--- src/rtl/lsu_axi_rd_if.sv ---
// LSU read channel bundle: AR request and R response beats.
// The slave modport is the responder side.
interface lsu_axi_rd_if #(
    parameter int ADDR_W = 10,
    parameter int DATA_W = 64,
    parameter int ID_W   = 8
);
    logic [ID_W-1:0]   lsu_axi_arid;
    logic [ADDR_W-1:0] lsu_axi_araddr;
    logic [7:0]        lsu_axi_arlen;
    logic [2:0]        lsu_axi_arsize;
    logic [1:0]        lsu_axi_arburst;
    logic [2:0]        lsu_axi_arstr;
    logic [7:0]        lsu_axi_arnum;
    logic              lsu_axi_arvld;
    logic              axi_lsu_arrdy;
    logic [ID_W-1:0]   axi_lsu_rid;
    logic [DATA_W-1:0] axi_lsu_rdata;
    logic [1:0]        axi_lsu_rresp;
    logic              axi_lsu_rlast;
    logic              axi_lsu_rvld;
    logic              lsu_axi_rrdy;

    modport master (
        output lsu_axi_arid, lsu_axi_araddr, lsu_axi_arlen,
        output lsu_axi_arsize, lsu_axi_arburst, lsu_axi_arstr,
        output lsu_axi_arnum, lsu_axi_arvld, lsu_axi_rrdy,
        input  axi_lsu_arrdy, axi_lsu_rid, axi_lsu_rdata,
        input  axi_lsu_rresp, axi_lsu_rlast, axi_lsu_rvld
    );

    modport slave (
        input  lsu_axi_arid, lsu_axi_araddr, lsu_axi_arlen,
        input  lsu_axi_arsize, lsu_axi_arburst, lsu_axi_arstr,
        input  lsu_axi_arnum, lsu_axi_arvld, lsu_axi_rrdy,
        output axi_lsu_arrdy, axi_lsu_rid, axi_lsu_rdata,
        output axi_lsu_rresp, axi_lsu_rlast, axi_lsu_rvld
    );
endinterface

--- src/rtl/lsu_axi_rd_slv.sv ---
// LSU read responder: strided multi-row SRAM reads returned as
// R beats through a 2-entry fall-through buffer.
module lsu_axi_rd_slv #(
    parameter int ADDR_W = 10,
    parameter int DATA_W = 64,
    parameter int ID_W   = 8
) (
    input  logic              clk,
    input  logic              rst_n,
    lsu_axi_rd_if.slave       axi,
    output logic              mem_rd_en,
    output logic [ADDR_W-1:0] mem_rd_addr,
    input  logic [DATA_W-1:0] mem_rd_data
);

    typedef enum logic [1:0] {
        S_IDLE,
        S_RD,
        S_DRAIN,
        S_ERR
    } state_e;

    state_e            state_q, state_d;
    logic [ID_W-1:0]   id_q;
    logic [7:0]        len_q, num_q;
    logic [2:0]        str_q;
    logic              fixed_q;
    logic [ADDR_W-1:0] base_q, base_d;
    logic [7:0]        beat_q, beat_d;
    logic [7:0]        row_q, row_d;
    logic              done_q, done_d;
    logic              fl_q, fl_err_q, fl_last_q;
    logic [1:0]        cnt_q, cnt_d;
    logic [DATA_W-1:0] dat_q [2];
    logic [1:0]        rsp_q [2];
    logic [1:0]        lst_q;

    logic              ar_hs, bad_req, last_beat;
    logic              issue, vld, pop, wr, wr_idx;
    logic              hd_last;
    logic [2:0]        room;
    logic [ADDR_W-1:0] step;
    logic [DATA_W-1:0] in_dat;
    logic [1:0]        in_rsp;

    assign ar_hs     = (state_q == S_IDLE) && axi.lsu_axi_arvld;
    assign bad_req   = (axi.lsu_axi_arsize != 3'd3)
                     || axi.lsu_axi_arburst[1];
    assign last_beat = (beat_q == len_q) && (row_q == num_q);
    assign step      = ADDR_W'(9'(len_q) + 9'd1) << str_q;

    // A beat returning from SRAM (or an error beat) is visible
    // at the R port in the same cycle it would be written.
    assign vld    = (cnt_q != 2'd0) || fl_q;
    assign pop    = vld && axi.lsu_axi_rrdy;
    assign room   = 3'(cnt_q) + 3'(fl_q) - 3'(pop);
    assign in_dat = fl_err_q ? '0 : mem_rd_data;
    assign in_rsp = fl_err_q ? 2'b10 : 2'b00;
    assign wr     = fl_q && !((cnt_q == 2'd0) && pop);
    assign wr_idx = cnt_q[0] & ~pop;
    assign cnt_d  = cnt_q + 2'(fl_q) - 2'(pop);

    assign hd_last = (cnt_q != 2'd0) ? lst_q[0]
                                     : (fl_q & fl_last_q);

    assign axi.axi_lsu_arrdy = (state_q == S_IDLE);
    assign axi.axi_lsu_rvld  = vld;
    assign axi.axi_lsu_rid   = id_q;
    assign axi.axi_lsu_rlast = hd_last;
    assign axi.axi_lsu_rdata =
        (cnt_q != 2'd0) ? dat_q[0] : (fl_q ? in_dat : '0);
    assign axi.axi_lsu_rresp =
        (cnt_q != 2'd0) ? rsp_q[0] : (fl_q ? in_rsp : 2'b00);

    assign mem_rd_addr = fixed_q ? base_q
                                 : base_q + ADDR_W'(beat_q);

    always_comb begin
        state_d   = state_q;
        base_d    = base_q;
        beat_d    = beat_q;
        row_d     = row_q;
        done_d    = done_q;
        issue     = 1'b0;
        mem_rd_en = 1'b0;
        unique case (state_q)
            S_IDLE: begin
                if (ar_hs) begin
                    state_d = bad_req ? S_ERR : S_RD;
                    base_d  = axi.lsu_axi_araddr;
                    beat_d  = '0;
                    row_d   = '0;
                    done_d  = 1'b0;
                end
            end
            S_RD: begin
                issue     = room < 3'd2;
                mem_rd_en = issue;
                if (issue && last_beat)
                    state_d = S_DRAIN;
            end
            S_DRAIN: begin
                if (pop && hd_last)
                    state_d = S_IDLE;
            end
            S_ERR: begin
                issue = !done_q && (room < 3'd2);
                if (issue && last_beat)
                    done_d = 1'b1;
                if (pop && hd_last)
                    state_d = S_IDLE;
            end
            default: state_d = S_IDLE;
        endcase
        if (issue) begin
            if (beat_q == len_q) begin
                beat_d = '0;
                row_d  = row_q + 8'd1;
                base_d = base_q + step;
            end else begin
                beat_d = beat_q + 8'd1;
            end
        end
    end

    always_ff @(posedge clk or negedge rst_n) begin
        if (!rst_n) begin
            state_q   <= S_IDLE;
            id_q      <= '0;
            len_q     <= '0;
            num_q     <= '0;
            str_q     <= '0;
            fixed_q   <= 1'b0;
            base_q    <= '0;
            beat_q    <= '0;
            row_q     <= '0;
            done_q    <= 1'b0;
            fl_q      <= 1'b0;
            fl_err_q  <= 1'b0;
            fl_last_q <= 1'b0;
        end else begin
            state_q   <= state_d;
            base_q    <= base_d;
            beat_q    <= beat_d;
            row_q     <= row_d;
            done_q    <= done_d;
            fl_q      <= issue;
            fl_err_q  <= (state_q == S_ERR);
            fl_last_q <= last_beat;
            if (ar_hs) begin
                id_q    <= axi.lsu_axi_arid;
                len_q   <= axi.lsu_axi_arlen;
                num_q   <= axi.lsu_axi_arnum;
                str_q   <= axi.lsu_axi_arstr;
                fixed_q <= ~axi.lsu_axi_arburst[0];
            end
        end
    end

    always_ff @(posedge clk or negedge rst_n) begin
        if (!rst_n) begin
            cnt_q    <= '0;
            dat_q[0] <= '0;
            dat_q[1] <= '0;
            rsp_q[0] <= '0;
            rsp_q[1] <= '0;
            lst_q    <= '0;
        end else begin
            cnt_q <= cnt_d;
            if (pop) begin
                dat_q[0] <= dat_q[1];
                rsp_q[0] <= rsp_q[1];
                lst_q[0] <= lst_q[1];
            end
            if (wr) begin
                dat_q[wr_idx] <= in_dat;
                rsp_q[wr_idx] <= in_rsp;
                lst_q[wr_idx] <= fl_last_q;
            end
        end
    end

endmodule
--- src/flat_wrapper.sv ---
// flat-port wrapper written by rule: the top's interface ports become plain ports
module lsu_axi_rd_slv_flat 
#(
    parameter int ADDR_W = 10,
    parameter int DATA_W = 64,
    parameter int ID_W   = 8
)
  (clk, rst_n, mem_rd_en, mem_rd_addr, mem_rd_data, axi_lsu_axi_arid, axi_lsu_axi_araddr, axi_lsu_axi_arlen, axi_lsu_axi_arsize, axi_lsu_axi_arburst, axi_lsu_axi_arstr, axi_lsu_axi_arnum, axi_lsu_axi_arvld, axi_lsu_axi_rrdy, axi_axi_lsu_arrdy, axi_axi_lsu_rid, axi_axi_lsu_rdata, axi_axi_lsu_rresp, axi_axi_lsu_rlast, axi_axi_lsu_rvld);
  lsu_axi_rd_if #(.ADDR_W(ADDR_W), .DATA_W(DATA_W), .ID_W(ID_W)) axi_i ();
  input  logic clk;
  input  logic rst_n;
  output logic mem_rd_en;
  output logic [ADDR_W-1:0] mem_rd_addr;
  input  logic [DATA_W-1:0] mem_rd_data;
  input wire logic [$bits(axi_i.lsu_axi_arid)-1:0] axi_lsu_axi_arid;
  input wire logic [$bits(axi_i.lsu_axi_araddr)-1:0] axi_lsu_axi_araddr;
  input wire logic [$bits(axi_i.lsu_axi_arlen)-1:0] axi_lsu_axi_arlen;
  input wire logic [$bits(axi_i.lsu_axi_arsize)-1:0] axi_lsu_axi_arsize;
  input wire logic [$bits(axi_i.lsu_axi_arburst)-1:0] axi_lsu_axi_arburst;
  input wire logic [$bits(axi_i.lsu_axi_arstr)-1:0] axi_lsu_axi_arstr;
  input wire logic [$bits(axi_i.lsu_axi_arnum)-1:0] axi_lsu_axi_arnum;
  input wire logic [$bits(axi_i.lsu_axi_arvld)-1:0] axi_lsu_axi_arvld;
  input wire logic [$bits(axi_i.lsu_axi_rrdy)-1:0] axi_lsu_axi_rrdy;
  output wire logic [$bits(axi_i.axi_lsu_arrdy)-1:0] axi_axi_lsu_arrdy;
  output wire logic [$bits(axi_i.axi_lsu_rid)-1:0] axi_axi_lsu_rid;
  output wire logic [$bits(axi_i.axi_lsu_rdata)-1:0] axi_axi_lsu_rdata;
  output wire logic [$bits(axi_i.axi_lsu_rresp)-1:0] axi_axi_lsu_rresp;
  output wire logic [$bits(axi_i.axi_lsu_rlast)-1:0] axi_axi_lsu_rlast;
  output wire logic [$bits(axi_i.axi_lsu_rvld)-1:0] axi_axi_lsu_rvld;
  assign axi_i.lsu_axi_arid = axi_lsu_axi_arid;
  assign axi_i.lsu_axi_araddr = axi_lsu_axi_araddr;
  assign axi_i.lsu_axi_arlen = axi_lsu_axi_arlen;
  assign axi_i.lsu_axi_arsize = axi_lsu_axi_arsize;
  assign axi_i.lsu_axi_arburst = axi_lsu_axi_arburst;
  assign axi_i.lsu_axi_arstr = axi_lsu_axi_arstr;
  assign axi_i.lsu_axi_arnum = axi_lsu_axi_arnum;
  assign axi_i.lsu_axi_arvld = axi_lsu_axi_arvld;
  assign axi_i.lsu_axi_rrdy = axi_lsu_axi_rrdy;
  assign axi_axi_lsu_arrdy = axi_i.axi_lsu_arrdy;
  assign axi_axi_lsu_rid = axi_i.axi_lsu_rid;
  assign axi_axi_lsu_rdata = axi_i.axi_lsu_rdata;
  assign axi_axi_lsu_rresp = axi_i.axi_lsu_rresp;
  assign axi_axi_lsu_rlast = axi_i.axi_lsu_rlast;
  assign axi_axi_lsu_rvld = axi_i.axi_lsu_rvld;
  lsu_axi_rd_slv #(.ADDR_W(ADDR_W), .DATA_W(DATA_W), .ID_W(ID_W)) u_core (.clk(clk), .rst_n(rst_n), .axi(axi_i), .mem_rd_en(mem_rd_en), .mem_rd_addr(mem_rd_addr), .mem_rd_data(mem_rd_data));
endmodule
--- config.mk ---
export PLATFORM = sky130hd
export DESIGN_NAME = lsu_axi_rd_slv_flat
export DESIGN_NICKNAME = d
export VERILOG_FILES = /design/src/rtl/lsu_axi_rd_if.sv /design/src/rtl/lsu_axi_rd_slv.sv /design/src/flat_wrapper.sv
export SDC_FILE = /design/constraint.sdc
export NUM_CORES = 1
export LEC_CHECK = 0
export CAP_MARGIN = 20
export CORE_AREA = 4 4 120 179
export CTS_BUF_LIST = sky130_fd_sc_hd__clkbuf_4
export CTS_CLUSTER_SIZE = 8
export DETAILED_ROUTE_END_ITERATION = 6
export DIE_AREA = 0 0 124 183
export PLACE_DENSITY = 0.82
export SLEW_MARGIN = 25
export SYNTH_ARGS = -nofsm -noshare
export SYNTH_HDL_FRONTEND = slang
export SYNTH_SLANG_ARGS = --single-unit
--- constraint.sdc ---
create_clock -name clk -period 5.1 [get_ports clk]
set_clock_uncertainty 0.1 [all_clocks]
set_input_delay 1.02 -clock clk [delete_from_list [all_inputs] [get_ports clk]]
set_output_delay 1.02 -clock clk [all_outputs]
set_load 0.005 [all_outputs]
# Word-level counts from Yosys, hierarchy flattened
# Cells that the tools add are included.
# word_totals
inputBits,110
register_bits,196
out_inout_bits,88
word_cells,120
# op_classes
add_sub_neg,9
muxes,45
n_eq_ne,10
shift,1
n_reduce_logical,25
magnitude_cmp,5
bitwise,5
# ops
cell,count
64-bit two-way mux,5
128-bit bitwise mux,1
128-bit two-way mux,1
64-bit demux with 1-bit select,1
8-bit two-way mux,8
10-bit two-way mux,5
2-bit two-way mux,9
"8-bit by 1-bit adder with 8-bit output, second input constant",2
8-bit == test,2
1-bit logical AND,11
10-bit adder,1
10-bit by 8-bit adder with 10-bit output,1
10-bit by 3-bit << shifter with 10-bit output,1
"8-bit by 1-bit adder with 9-bit output, second input constant",1
"2-bit by 1-bit inequality test with 1-bit output, second input constant",4
2-bit nonzero test,4
1-bit two-way mux,7
2-bit case mux with 3 select lines,1
3-bit AND reduction,2
4-bit bitwise mux,1
"2-bit == test, second input constant",2
2-bit zero test,2
4-bit two-way mux,1
1-bit case mux with 2 select lines,2
other kinds (21),25

# Logic depth before layout (Yosys ltp)
# Gate-level depths: netlist of the first run.
# depth
word_depth,12
ltp_mapped,17
depth_no_buf,16

# Worst setup path before layout of the first run
# Ideal clock, no wire load.
# synth_path
path_type,input to output
start,in axi_lsu_axi_rrdy
end,out mem_rd_en
t_arrival_ns,2.841
slack_ns,1.139
t_required_ns,3.980
path_buffers,1
path_stages,10
path_cell_list,nand2_1 -> buf_1 -> inv_1 -> ha_1 -> inv_1 -> ha_1 -> fa_1 -> xnor2_1 -> nor2_1 -> and2_1
# synth_via
elab_chain_len,4
# synth_rtl
element,line,rtl
start: declaration,flat_wrapper.sv:23,input wire logic [$bits(axi_i.lsu_axi_rrdy)-1:0] axi_lsu_axi_rrdy;
1-bit logical AND,lsu_axi_rd_slv.sv:55,assign pop = vld && axi.lsu_axi_rrdy;
3-bit by 1-bit subtractor with 3-bit output,lsu_axi_rd_slv.sv:56,assign room = 3'(cnt_q) + 3'(fl_q) - 3'(pop);
3-bit by 2-bit < comparator with 1-bit output,lsu_axi_rd_slv.sv:97,issue = room < 3'd2;
1-bit two-way mux,lsu_axi_rd_slv.sv:86,unique case (state_q)
end: declaration,flat_wrapper.sv:12,output logic mem_rd_en;
# No other way between the ends.

# Worst setup path in the final report of the first run
# layout_path
start,reg u_core.beat_q[1]
end,out mem_rd_addr[8]
# layout_via
elab_chain_len,2
# layout_rtl
element,line,rtl
start: declaration,lsu_axi_rd_slv.sv:29,"logic [7:0] beat_q, beat_d;"
start signal: assignment,lsu_axi_rd_slv.sv:144,beat_q <= beat_d;
10-bit by 8-bit adder with 10-bit output,lsu_axi_rd_slv.sv:76,: base_q + ADDR_W'(beat_q);
10-bit two-way mux,lsu_axi_rd_slv.sv:75,assign mem_rd_addr = fixed_q ? base_q
end: declaration,flat_wrapper.sv:13,output logic [ADDR_W-1:0] mem_rd_addr;
# No other way between the ends.

==> results of run 1 <==
## synthesized netlist by cell type (3+ instances only)
master,count
nor4_1,4
a21oi_1,21
nand4_1,3
fa_1,3
mux2i_1,15
xor2_1,21
nand3_1,13
nand2b_1,65
nor2b_1,4
o21ai_0,175
and3_1,7
inv_1,22
a21boi_0,3
xnor2_1,18
o31ai_1,72
a211oi_1,6
ha_1,26
buf_1,5
nor3_1,5
clkbuf_1,69
nand2_1,256
nor2_1,20
buf_6,4
mux2_2,94
a21o_1,4
dfrtp_1,195
## how the worst min path moves through the flow
stage,from,end,slack (ps),depth (start not counted)
4_1_cts,u_core.dat_q[43],u_core.dat_q[43],400,2
3_3_place_gp,u_core.dat_q[1],u_core.dat_q[1],360,2
2_1_floorplan,u_core.dat_q[0],u_core.dat_q[0],350,2
3_5_place_dp,u_core.dat_q[8],u_core.dat_q[8],370,2
5_1_grt,rst_n,u_core.dat_q[95],120,1
6_report,rst_n,u_core.dat_q[92],190,1
## power by group
group	total (uW)	switching, uW	leakage (uW)	internal [uW]
sequential	2550	456	0.00251	2090
clock	813	588	0.000150	225
combinational	3630	1770	0.00315	1860
total	6990	2810	0.00581	4180
## worst max-delay path: stages (launching register included)
cell and delay (ps):
dfrtp_1 540, inv_1 110, fa_1 470, nor2b_1 110, o21ai_0 100, a21boi_0 250, o21ai_0 140, a21boi_0 270
o21ai_0 110, a21oi_1 240, xor2_1 170, clkdlybuf4s50_1 520
## sequential cells by signal (all words and copies together), names as in the netlist, 2 cells and up
register	count
u_core.len_q	8
u_core.dat_q	128
u_core.num_q	8
u_core.beat_q	8
u_core.cnt_q	2
u_core.row_q	8
u_core.rsp_q	3
u_core.str_q	3
u_core.axi.axi_lsu_rid	8
u_core.base_q	10
u_core.lst_q	2
u_core.state_q	2
## per-layer routing
layer	vias up	wire length, microns	GRT usage
met5	-	0	0
met3	50	1300	0.0478
li1	4317	-	-
met4	0	770	0.0864
met1	4149	10100	0.265
met2	231	12600	0.377
## metrics by stage
stage | worst slack (ps) | cell area (sq um) | total power (uW) | std cells | utilization
2_1_floorplan | 1140 | 10800 | 4900 | 1163 | -
3_3_place_gp | 539 | 12800 | 6090 | 1548 | 0.648
3_5_place_dp | 490 | 12800 | 6230 | 1549 | 0.649
5_1_grt | 36.1 | 13200 | 7600 | 1583 | 0.665
6_report | 375 | 13200 | 6990 | 1583 | 0.665
4_1_cts | 259 | 13100 | 7060 | 1581 | 0.664
## cell type report
type | count | area, sq um
Clock inverter | 15 | 158
Sequential cell | 195 | 4880
Inverter | 23 | 86.3
Antenna cell | 1 | 2.50
Multi-Input combinational cell | 864 | 5480
Timing Repair Buffer | 208 | 2100
Tap cell | 260 | 325
Fill cell | 1612 | 6620
Clock buffer | 17 | 128
## cells by family after synthesis
logic type | after synthesis | share of synthesized area
xor gates and xnor gates | 39 | 0.0317
muxes | 110 | 0.114
AOI/OAI and AO/OA | 297 | 0.163
adders and majority gates | 29 | 0.0358
DFF | 195 | 0.453
and+or+nand+nor | 389 | 0.162
buffers and inverters | 104 | 0.0394
## what timing repair did
item                                    4_1_cts  5_1_grt
gates resized for setup                       0        1
endpoints found under the setup margin        0        1
buffers inserted                              0        0
==> results by group, run 1 <==
Route
  – TritonRoute pass-1 iters: 5
  – WL final: 24,800 microns
  – WL per Instance: 15.7 microns
  – Via Count: 8,747
  – Vias per cell: 5.53
  – Routed Antenna Nets: 0
  – DRC: 0
  – Drt first-iter violations: 578

GRT
  – Gr ovfl total: 0
  – Largest net degree at the start of global routing: 122
  – Global-route wire length before repair: 40,300 microns
  – Vias in the first global route: 8,662
  – Initial antenna violation count: 1
  – Gr usage total: 0.219

Worst setup path
  – Worst Setup SP: u_core.beat_q[1]
  – Reg2reg path depth: 16
  – Critical path endpoint: mem_rd_addr[8]
  – Critical Path Start Type: register
  – Critical path type: reg -> out
  – WP data arrival: 3600 ps
  – WP data required: 3980 ps
  – RR Endpoint: u_core.base_q[9]
  – CP Capture Type: output pin
  – Reg2Reg Setup Slack: 1070 ps
  – Worst Path Max Fanout: 7
  – Reg2reg start: u_core.len_q[0]

Synthesis
  – Post-synth top area share: 0.453
  – Seq/Total Area, Yosys: 0.453
  – Warnings, synthesis: 0
  – Synthesized instance count: 1,163
  – Asr flop ratio synth: 1.00
  – Top FF cell, synth: dfrtp_1
  – Yosys top cell by area: dfrtp_1
  – Number of flops mapped to enable cells by yosys: 0
  – Synth top area cells: dfrtp_1, mux2_2, nand2_1
  – Synth cell types: 52
  – Post-Syn Area: 10,800 sq um
  – Average size of a mapped cell: 9.25 sq um
  – Synth Register Bits: 195
  – Syn nets: 1,302

Floorplan
  – Initial Util: 0.544
  – Standard-cell rows: 63
  – Chip width: 124 microns
  – Core Area: 19,800 sq um
  – DIE AREA: 22,700 sq um
  – Boundary pin count: 198
  – Die Span Y: 183 microns

Clocking
  – Clock sinks: 195
  – Clock transition at path regs: 190 ps
  – Longest Clk Path Bufs: 2
  – # H-tree levels: 4
  – Hold Buf Count CTS: 0
  – Worst-Skew Late Latency: 570 ps
  – Clk root buf: clkbuf_4
  – Num CTS Buffers: 17
  – CTS tree: built

Worst hold path
  – Hold Crit Class: in -> async

Placement
  – Hpwl dp: 17,100 microns
  – GPL Wtd Cong: 0.849
  – Number of port buffers: 197

Timing
  – Setup TNS: 0 ps
  – Final period util: 0.926
  – Least-Margin Pin Slew: 988 ps
  – Minimum clock period after layout: 4720 ps
  – Final Slew Violations: 0
  – Final hold viol count: 0
  – Hold WS: 187 ps
  – Fmax: 212 MHz
  – Unrepaired setup endpoints after global routing: no
  – Max_slew headroom: 0.341
  – Setup Viol. Count Final: 0

Final layout
  – Most frequent cells in the layout: nand2_1, clkdlybuf4s50_1, dfrtp_1
  – Area delta synth->final: 22.3%
  – Commonest non-fill, non-tap cell in the layout: nand2_1
  – # nets final: 1,448
  – Share of cells above drive strength 1: 0.116

Run
  – Maxcap violations: 0

Power
  – Max VDD drop: 409 uV
  – P per Cell Area: 531 nW/um^2
  – Static Leak: 0.00581 uW

Status
  – Status: complete, no violations
(Power assumes the default switching activity.)
==> run 2: changes to the inputs <==
--- a/config.mk
+++ b/config.mk
@@ -11,6 +11,7 @@
 export CTS_CLUSTER_SIZE = 8
 export DETAILED_ROUTE_END_ITERATION = 6
 export DIE_AREA = 0 0 124 183
+export GPL_TIMING_DRIVEN = 0
 export PLACE_DENSITY = 0.82
 export SLEW_MARGIN = 25
 export SYNTH_ARGS = -nofsm -noshare
==> results by group, run 2 (synthesis gave the netlist of run 1 again) <==
Route
  – Met3 wire length: 1510 microns (+16%)
  – Vias per cell: 5.65 (+2.2%)
  – Met2 WL: 14,500 microns (+15%)
  – WL per Instance: 16.8 microns (+7.0%)
  – WL final: 27,800 microns (+12%)
  – Via Count: 9,348 (+6.9%)
  – Routed Antenna Nets: 0 (unchanged)
  – Uppermost routed layer: met4
  – Drt first-iter violations: 699 (+21%)
  – TritonRoute pass-1 iters: 5 (unchanged)
  – DRC: 0 (unchanged)
  – Wl on met1: 10,700 microns (+5.5%)

Worst setup path
  – RR Endpoint: u_core.row_q[5]
  – WP data arrival: 3730 ps (+130 ps)
  – Reg2Reg Setup Slack: 1050 ps (-20 ps)
  – Reg2reg start: u_core.cnt_q[1]
  – Critical Path Start Type: input pin
  – Worst Path Max Fanout: 14 (+7)
  – CP Capture Type: output pin
  – WP data required: 3980 ps (about the same)
  – Reg2reg path depth: 15 (-1)
  – Critical path type: in -> out

GRT
  – Gr ovfl total: 0 (unchanged)
  – Global-route wire length before repair: 45,300 microns (+12%)
  – Initial antenna violation count: 1 (unchanged)
  – Gr usage total: 0.249 (+0.0305)
  – Vias in the first global route: 9,423 (+8.8%)
  – Largest net degree at the start of global routing: 91 (-25%)

Status
  – Status: complete, no violations

Power
  – Static Leak: 0.00590 uW (+1.7%)
  – P per Cell Area: 537 nW/um^2 (+1.1%)
  – Max VDD drop: 438 uV (+6.9%)
  – Total design power: 7220 uW (+3.2%)

Floorplan
  – Initial Util: 0.544 (unchanged)
  – DIE AREA: 22,700 sq um (unchanged)
  – Die Span Y: 183 microns (unchanged)
  – Core Area: 19,800 sq um (unchanged)
  – Chip width: 124 microns (unchanged)
  – Standard-cell rows: 63 (unchanged)
  – Boundary pin count: 198 (unchanged)

Run
  – Maxcap violations: 0 (unchanged)

Clocking
  – Hold Buf Count CTS: 0 (unchanged)
  – Num CTS Buffers: 17 (unchanged)
  – Clock sinks: 195 (unchanged)
  – Worst-Skew Late Latency: 600 ps (+30 ps)
  – Clk root buf: clkbuf_4
  – # H-tree levels: 4 (unchanged)
  – CTS tree: built
  – Clock transition at path regs: 190 ps (about the same)
  – Longest Clk Path Bufs: 2 (unchanged)

Final layout
  – Commonest non-fill, non-tap cell in the layout: nand2_1
  – Most flop-heavy register: u_core.dat_q
  – Area delta synth->final: 24.9%
  – Fill cells: 1,631 (+1.2%)
  – # nets final: 1,519 (+4.9%)
  – Register cell area after layout: 4880 sq um (unchanged)
  – Most frequent cells in the layout: nand2_1, clkdlybuf4s50_1, dfrtp_1
  – Share of cells above drive strength 1: 0.106 (-0.0102)
  – Largest registers: u_core.dat_q (128), u_core.base_q (10)
  – Max reg flops: 128 (unchanged)
  – Final Non-Filler Cells: 1,655 (+4.5%)
  – Footprint of the multi-input gates: 5470 sq um (-0.23%)

Timing
  – Max_slew headroom: 0.525 (+0.184)
  – Least-Margin Pin Slew: 709 ps (-279 ps)
  – Hold WS: 147 ps (-40.1 ps)
  – Minimum clock period after layout: 4850 ps (+124 ps)
  – Fmax: 206 MHz (-2.6%)
  – Unrepaired setup endpoints after global routing: no
  – Final period util: 0.951 (+0.0243)
  – Final hold viol count: 0 (unchanged)
  – Final Slew Violations: 0 (unchanged)
  – Setup Viol. Count Final: 0 (unchanged)

Placement
  – GPL Wtd Cong: 0.890 (+4.9%)
  – Hpwl dp: 20,900 microns (+23%)
  – Dpl cells: 1,622 (+4.7%)
  – Number of port buffers: 197 (unchanged)

Worst hold path
  – Hold Crit Class: in -> async
-- run 2: cell type report --
class                           count  area share
Timing Repair Buffer              199       0.151
Sequential cell                   195       0.363
Tap cell                          260      0.0242
Antenna cell                        2    0.000372
Multi-Input combinational cell    864       0.407
Inverter                           23     0.00642
Buffer                             80      0.0249
Clock inverter                     15      0.0138
Clock buffer                       17     0.00949
-- run 2: what timing repair did --
| item | CTS | global route |
|---|---|---|
| endpoints found under the setup margin | 1 | 2 |
| pin swaps | 0 | 1 |
| setup buffers | 0 | 0 |
| gates resized for setup | 1 | 2 |
-- run 2: how the worst max path moves through the flow --
stage | cells past startpoint | end | slack, ps | from
3_5_place_dp | 12 | mem_rd_en | -250 | axi_lsu_axi_rrdy
3_3_place_gp | 1 | u_core.base_q[0] | -5110 | rst_n
4_1_cts | 11 | mem_rd_en | 150 | u_core.cnt_q[1]
5_1_grt | 11 | mem_rd_en | 10 | u_core.cnt_q[1]
2_1_floorplan | 10 | mem_rd_en | 1140 | axi_lsu_axi_rrdy
6_report | 11 | mem_rd_en | 250 | axi_lsu_axi_rrdy
-- run 2: power breakdown --
group          internal (uW)  total, uW  switching [uW]
clock network            278        881             603
registers               2090       2480             384
logic                   1910       3860            1950
-- run 2: worst max-delay path, stage by stage --
cell             delay [ps]
clkdlybuf4s50_1         480
nand2_4                 220
inv_1                    90
ha_1                    280
inv_1                    40
ha_1                    200
fa_1                    400
xnor2_1                 140
nor2_1                  170
and2_1                  160
clkdlybuf4s50_1         530
-- run 2: stage by stage --
stage / worst slack [ps] / util / setup TNS [ps] / instance area [sq um]
2_1_floorplan: 1140 / - / 0 / 10800
3_3_place_gp: -5110 / 0.660 / -993590 / 13100
3_5_place_dp: -247 / 0.663 / -1670 / 13100
4_1_cts: 148 / 0.679 / 0 / 13400
5_1_grt: 12.9 / 0.679 / 0 / 13400
6_report: 252 / 0.679 / 0 / 13400
-- run 2: metal layers --
layer / global-route usage / up-vias
met5: 0 / -
met4: 0.104 / 0
met3: 0.0454 / 77
met2: 0.439 / 286
met1: 0.296 / 4519
li1: - / 4466
==> run 3: changes to the inputs <==
--- a/config.mk
+++ b/config.mk
@@ -5,13 +5,11 @@
 export SDC_FILE = /design/constraint.sdc
 export NUM_CORES = 1
 export LEC_CHECK = 0
-export CAP_MARGIN = 20
 export CORE_AREA = 4 4 120 179
 export CTS_BUF_LIST = sky130_fd_sc_hd__clkbuf_4
 export CTS_CLUSTER_SIZE = 8
 export DETAILED_ROUTE_END_ITERATION = 6
 export DIE_AREA = 0 0 124 183
-export GPL_TIMING_DRIVEN = 0
 export PLACE_DENSITY = 0.82
 export SLEW_MARGIN = 25
 export SYNTH_ARGS = -nofsm -noshare
==> results of run 3 <==
Final layout, timing and power as in run 1 (identical DEF).
